===== config.mk =====
export PLATFORM = sky130hd
export DESIGN_NAME = data_mem_responder
export DESIGN_NICKNAME = d
export VERILOG_FILES = /design/src/rtl/data_mem_pkg.sv /design/src/rtl/data_mem_array.sv /design/src/rtl/data_mem_responder.sv
export SDC_FILE = /design/constraint.sdc
export NUM_CORES = 2
export LEC_CHECK = 0
export BUFFER_PORTS_ARGS = -buffer_cell sky130_fd_sc_hd__clkbuf_2
export CAP_MARGIN = 25
export CELL_PAD_IN_SITES_DETAIL_PLACEMENT = 0
export CELL_PAD_IN_SITES_GLOBAL_PLACEMENT = 1
export CORE_UTILIZATION = 50
export CTS_CLUSTER_SIZE = 12
export DETAILED_ROUTE_END_ITERATION = 16
export MAX_ROUTING_LAYER = met4
export PLACE_DENSITY = 0.8
export SYNTH_ARGS = -nofsm -noshare
export SYNTH_HDL_FRONTEND = slang
export SYNTH_SLANG_ARGS = --single-unit

===== constraint.sdc =====
create_clock -name clk -period 4.3 [get_ports clk]
set_input_delay 0.43 -clock clk [delete_from_list [all_inputs] [get_ports clk]]
set_output_delay 0.43 -clock clk [all_outputs]
set_load 0.01 [all_outputs]

===== src/rtl/data_mem_pkg.sv =====
// Shared state type and bus widths for the data memory responder.
package data_mem_pkg;

   localparam int DATA_W = 16;
   localparam int ADDR_W = 16;

   typedef enum logic [1:0] {
      IDLE    = 2'd0,
      RD_WAIT = 2'd1,
      RD_RESP = 2'd2,
      WR_ACK  = 2'd3
   } state_t;

endpackage


===== src/rtl/data_mem_array.sv =====
// Single-port synchronous RAM: write-enabled store, registered read every cycle.
module data_mem_array
   import data_mem_pkg::*;
#(
   parameter int DEPTH = 256,
   parameter int AW    = $clog2(DEPTH)
) (
   input  logic              clk,
   input  logic              i_we,
   input  logic [AW-1:0]     i_addr,
   input  logic [DATA_W-1:0] i_wdata,
   output logic [DATA_W-1:0] o_rdata
);

   logic [DATA_W-1:0] r_mem [DEPTH];
   logic [DATA_W-1:0] r_rdata;

   // NOTE: the array has no reset on purpose; contents must survive reset and
   // a reset branch here would prevent mapping onto block RAM.
   always_ff @(posedge clk) begin
      if (i_we) begin
         r_mem[i_addr] <= i_wdata;
      end
      r_rdata <= r_mem[i_addr];
   end

   assign o_rdata = r_rdata;

endmodule


===== src/rtl/data_mem_responder.sv =====
// Request/response front end for a word-addressed data memory.
// Optional range checking of req_addr is enabled with DATA_MEM_ADDR_CHECK_EN.
module data_mem_responder
   import data_mem_pkg::*;
#(
   parameter int DEPTH = 256
) (
   input  logic              clk,
   input  logic              reset,
   input  logic              req_valid,
   input  logic              req_write,
   input  logic [ADDR_W-1:0] req_addr,
   input  logic [DATA_W-1:0] req_wdata,
   output logic              req_ready,
   output logic              resp_valid,
   output logic [DATA_W-1:0] resp_data,
   output logic              resp_err
);

   localparam int AW = $clog2(DEPTH);

   state_t            r_state;
   state_t            w_next;
   logic [AW-1:0]     r_addr;
   logic [AW-1:0]     w_ram_addr;
   logic              w_accept;
   logic              w_we;
   logic              w_addr_err;
   logic              w_err;
   logic [DATA_W-1:0] w_rdata;
   logic [ADDR_W-1:0] w_unused_addr;

   assign w_accept   = (r_state == IDLE) && req_valid;
   assign w_we       = w_accept && req_write && !w_addr_err && !reset;
   // Reads look up the RAM one cycle after acceptance, from the held address.
   assign w_ram_addr = (r_state == RD_WAIT) ? r_addr : req_addr[AW-1:0];
   assign w_unused_addr = req_addr;

`ifdef DATA_MEM_ADDR_CHECK_EN
   logic r_err;

   assign w_addr_err = (int'(req_addr) >= DEPTH);

   always_ff @(posedge clk) begin
      if (reset) begin
         r_err <= 1'b0;
      end else if (w_accept) begin
         r_err <= w_addr_err;
      end
   end

   assign w_err = r_err;
`else
   assign w_addr_err = 1'b0;
   assign w_err      = 1'b0;
`endif

   // NOTE: sequential state uses non-blocking assignments so every register
   // samples the pre-edge values regardless of block ordering.
   always_ff @(posedge clk) begin
      if (reset) begin
         r_state <= IDLE;
      end else begin
         r_state <= w_next;
      end
   end

   always_ff @(posedge clk) begin
      if (w_accept) begin
         r_addr <= req_addr[AW-1:0];
      end
   end

   always_comb begin
      // NOTE: defaulting every combinational output first prevents latches.
      w_next = r_state;
      unique case (r_state)
         IDLE:    if (req_valid) w_next = req_write ? WR_ACK : RD_WAIT;
         RD_WAIT: w_next = RD_RESP;
         RD_RESP: w_next = IDLE;
         WR_ACK:  w_next = IDLE;
         default: w_next = IDLE;
      endcase
   end

   always_comb begin
      req_ready  = 1'b0;
      resp_valid = 1'b0;
      resp_data  = '0;
      resp_err   = 1'b0;
      case (r_state)
         IDLE: req_ready = 1'b1;
         RD_RESP: begin
            resp_valid = 1'b1;
            resp_data  = w_err ? '0 : w_rdata;
            resp_err   = w_err;
         end
         WR_ACK: begin
            resp_valid = 1'b1;
            resp_err   = w_err;
         end
         default: ;
      endcase
   end

   data_mem_array #(
      .DEPTH (DEPTH),
      .AW    (AW)
   ) u_array (
      .clk     (clk),
      .i_we    (w_we),
      .i_addr  (w_ram_addr),
      .i_wdata (req_wdata),
      .o_rdata (w_rdata)
   );

endmodule


==> summary.txt <==
worst vdd ir: 0.000324 V
final clock skew: 0.0584 ns
total gr overflow: 0
hold path start: req_wdata[6]
outcome: finished clean
Pre-antenna DRT Iters: 11
area growth from synthesis to layout: 13.4%
initial DRC count: 13900
Final TNS setup: 0 ns
Final Max Tran Viols: 0
port bufs: 45
CP max-delay cell: o41ai_1
Post-synth EDFFs: 4104
Data required, critical path: 5.08 ns
Root Buffer: clkbuf_16
worst reg2reg path depth: 10
number of hold violations in the final report: 0
total power: 81.0 mW
Slew @ Worst Pin: 1.24 ns
drt drc: 0
Chip Width: 553 um
RSZ-0062 raised after global routing: false
chip height: 553 um
Yosys top cell by area: edfxtp_1
pin count of the biggest net entering global routing: 124
Final ANT Viol Nets: 0
Crit Path Class: flop to flop
placer congestion estimate: 0.898
Peak Freq: 234 MHz
Clock Latency Late Sink: 0.93 ns
CP Cell Sequence: and2b_4, o31ai_4, buf_12, buf_12, buf_4, a22oi_1, a21oi_1, o41ai_1, a41oi_1, or4_1
H-tree levels: 5
Worst-path clk slew: 0.06 ns
Worst Hold Depth: 1
synth cell count leaders: edfxtp_1, a22oi_1, a21oi_1
Final Critical Period: 4.27 ns
clk sink count: 4122
hold path endpoint: u_array.r_mem[138][6]
CP Capture Type: flop
final wirelength: 418000 um
max cap viols: 0
placed cell areas: 0.161 sq mm
sequential element share of the synthesized area: 81.4%
initial antenna violation count: 35
Post-Place Worst Slack: 0.163 ns
CP peak stage delay: 1.00 ns
synthesized flop and latch total: 4122
Starting Density: 50.2%
power density over the cells: 470 mW/mm^2
dpl cells: 12600
Ys Warns: 0
Reg-to-Reg Start: r_state[0]
Synth Net Count: 8581
Most used DFF post-synth: edfxtp_1
number of global-route vias before repair: 84300
CTS tree: built
postcts setup bufs: 0
NumNets Final: 9089
R2R setup slack: 0.03 ns
via count: 87800
Avg Inst Size Synth: 17.8 sq um
# IOs: 55
HP Class: primary input to flop
cell with the most instances after synthesis: edfxtp_1
share of layout cells above drive strength 1: 13.7%
endpoints failing setup: 0
worst setup margin: 0.0263 ns
Site Rows: 202
fill count: 21900
post-synth top area share: 81.1%
main area contributors after synthesis: edfxtp_1, a22oi_1, a21oi_1
slew margin rel.: 16.5%
P_leak: 52.2 nW
first-pass GRT wire length: 592000 um
Longest Clk Path Bufs: 4
Post-synth ARST share: 0%
Synth Cell Area: 0.152 sq mm
RR Endpoint: u_array.o_rdata[4]
Netlist cell types: 43
Worst Setup Start Kind: flop
Syn Inst Count: 8545
Wirelength per Cell: 31.5 um
vias per inst: 6.63
Arrival @ worst endpoint: 5.06 ns
dpl hpwl: 242000 um
CTS Buf Count: 405
most used cell, CP: buf_12
fin area: 0.172 sq mm
Non-Filler Instances: 13300
CP max FO: 49
total global-route track usage: 27.3%
Die ar.: 0.306 sq mm
final period utilization: 99.4%
Core Footprint: 0.303 sq mm
## through the flow
step / util (%) / hold slack [ns]
6_report: 56.9 / 0.0301
5_1_grt: 56.9 / 0.00950
4_1_cts: 56.9 / 0.00231
3_5_place_dp: 53.1 / 0.586
3_3_place_gp: 53.1 / 0.540
2_1_floorplan: - / 0.505
## cells by family after synthesis
kind of cell,count (synthesis),synth area share (%)
flops,4122,81.4
other cells,1,0.00247
simple gates,358,1.02
buf+inv,650,1.97
compound gates,3413,15.6
mux,1,0.00659
## worst max-delay path, delay by kind of cell, from the launching register on
family | cells | cell delay [ns]
compound gates | 5 | 2.01
flops | 1 | 0.46
simple gates | 2 | 0.86
buf+inv | 3 | 0.70
## state kept, by name, summed over array words and instances (netlist names)
signal / count
u_array.r_mem: 4096
u_array.o_rdata: 16
r_addr: 8
r_state: 2
## cell usage in the layout (no fill, tap or decap), drive strengths merged, types with 3 or more instances in the layout
| master | netlist | layout |
|---|---|---|
| nand3 | 6 | 6 |
| nand2 | 30 | 30 |
| a31oi | 5 | 5 |
| a22oi | 2048 | 2048 |
| edfxtp | 4104 | 4104 |
| a31o | 3 | 3 |
| dlygate4sd3 | 0 | 11 |
| clkbuf | 382 | 550 |
| nand3b | 4 | 4 |
| o31a | 3 | 3 |
| o41ai | 256 | 256 |
| a41oi | 64 | 64 |
| diode | 0 | 27 |
| nor2 | 260 | 260 |
| o31ai | 5 | 5 |
| nand2b | 7 | 7 |
| a21oi | 1025 | 1025 |
| clkinv | 0 | 68 |
| and2 | 17 | 17 |
| or4 | 16 | 16 |
| buf | 263 | 705 |
| nor3 | 3 | 3 |
| or3 | 5 | 5 |
| dfxtp | 18 | 18 |
| inv | 5 | 15 |
## routing by layer
metal  vias up  wire length [um]  share of wire, %  GRT usage (%)
li1      36700                 -                 -              -
met1     44500            156000                37           36.2
met2      5814            196000                47           41.5
met3       829             47700                11           5.92
met4         0             17300               4.1           10.7
met5         -                 0                 0              -
## where the power goes
group          leakage, nW  switching, mW  internal [mW]  total (mW)
Sequential            37.0         0.0394           44.2        44.3
Combinational         9.67           3.69           1.42        5.11
Clock                 5.52           14.1           17.5        31.6
## how the worst max path moves through the flow
| stage | from | endpoint | slack (ns) |
|---|---|---|---|
| 3_3_place_gp | r_state[1] | u_array.o_rdata[14] | -0.11 |
| 2_1_floorplan | r_state[1] | u_array.r_mem[198][0] | 1.01 |
| 5_1_grt | r_state[1] | u_array.o_rdata[14] | 0.004 |
| 4_1_cts | r_state[1] | u_array.o_rdata[12] | 0.10 |
| 6_report | r_state[0] | u_array.o_rdata[4] | 0.03 |
| 3_5_place_dp | r_state[1] | u_array.o_rdata[12] | 0.16 |
## cell type report
type	instances	area [sq um]	area share, %
Clock buffer	520	10800	6.24
Tap cell	3978	4980	2.89
Antenna cell	27	67.6	0.0392
Timing Repair Buffer	746	6680	3.88
Inverter	5	18.8	0.0109
Multi-Input combinational cell	3773	25500	14.8
Clock inverter	81	642	0.373
Sequential cell	4122	124000	71.8
## what timing repair did
action	CTS	global route
hold endpoints to repair	12	0
hold buffers	11	0
resized for setup	0	1
setup endpoints to repair	0	1
Note: power is estimated with default switching activity, not from simulation.
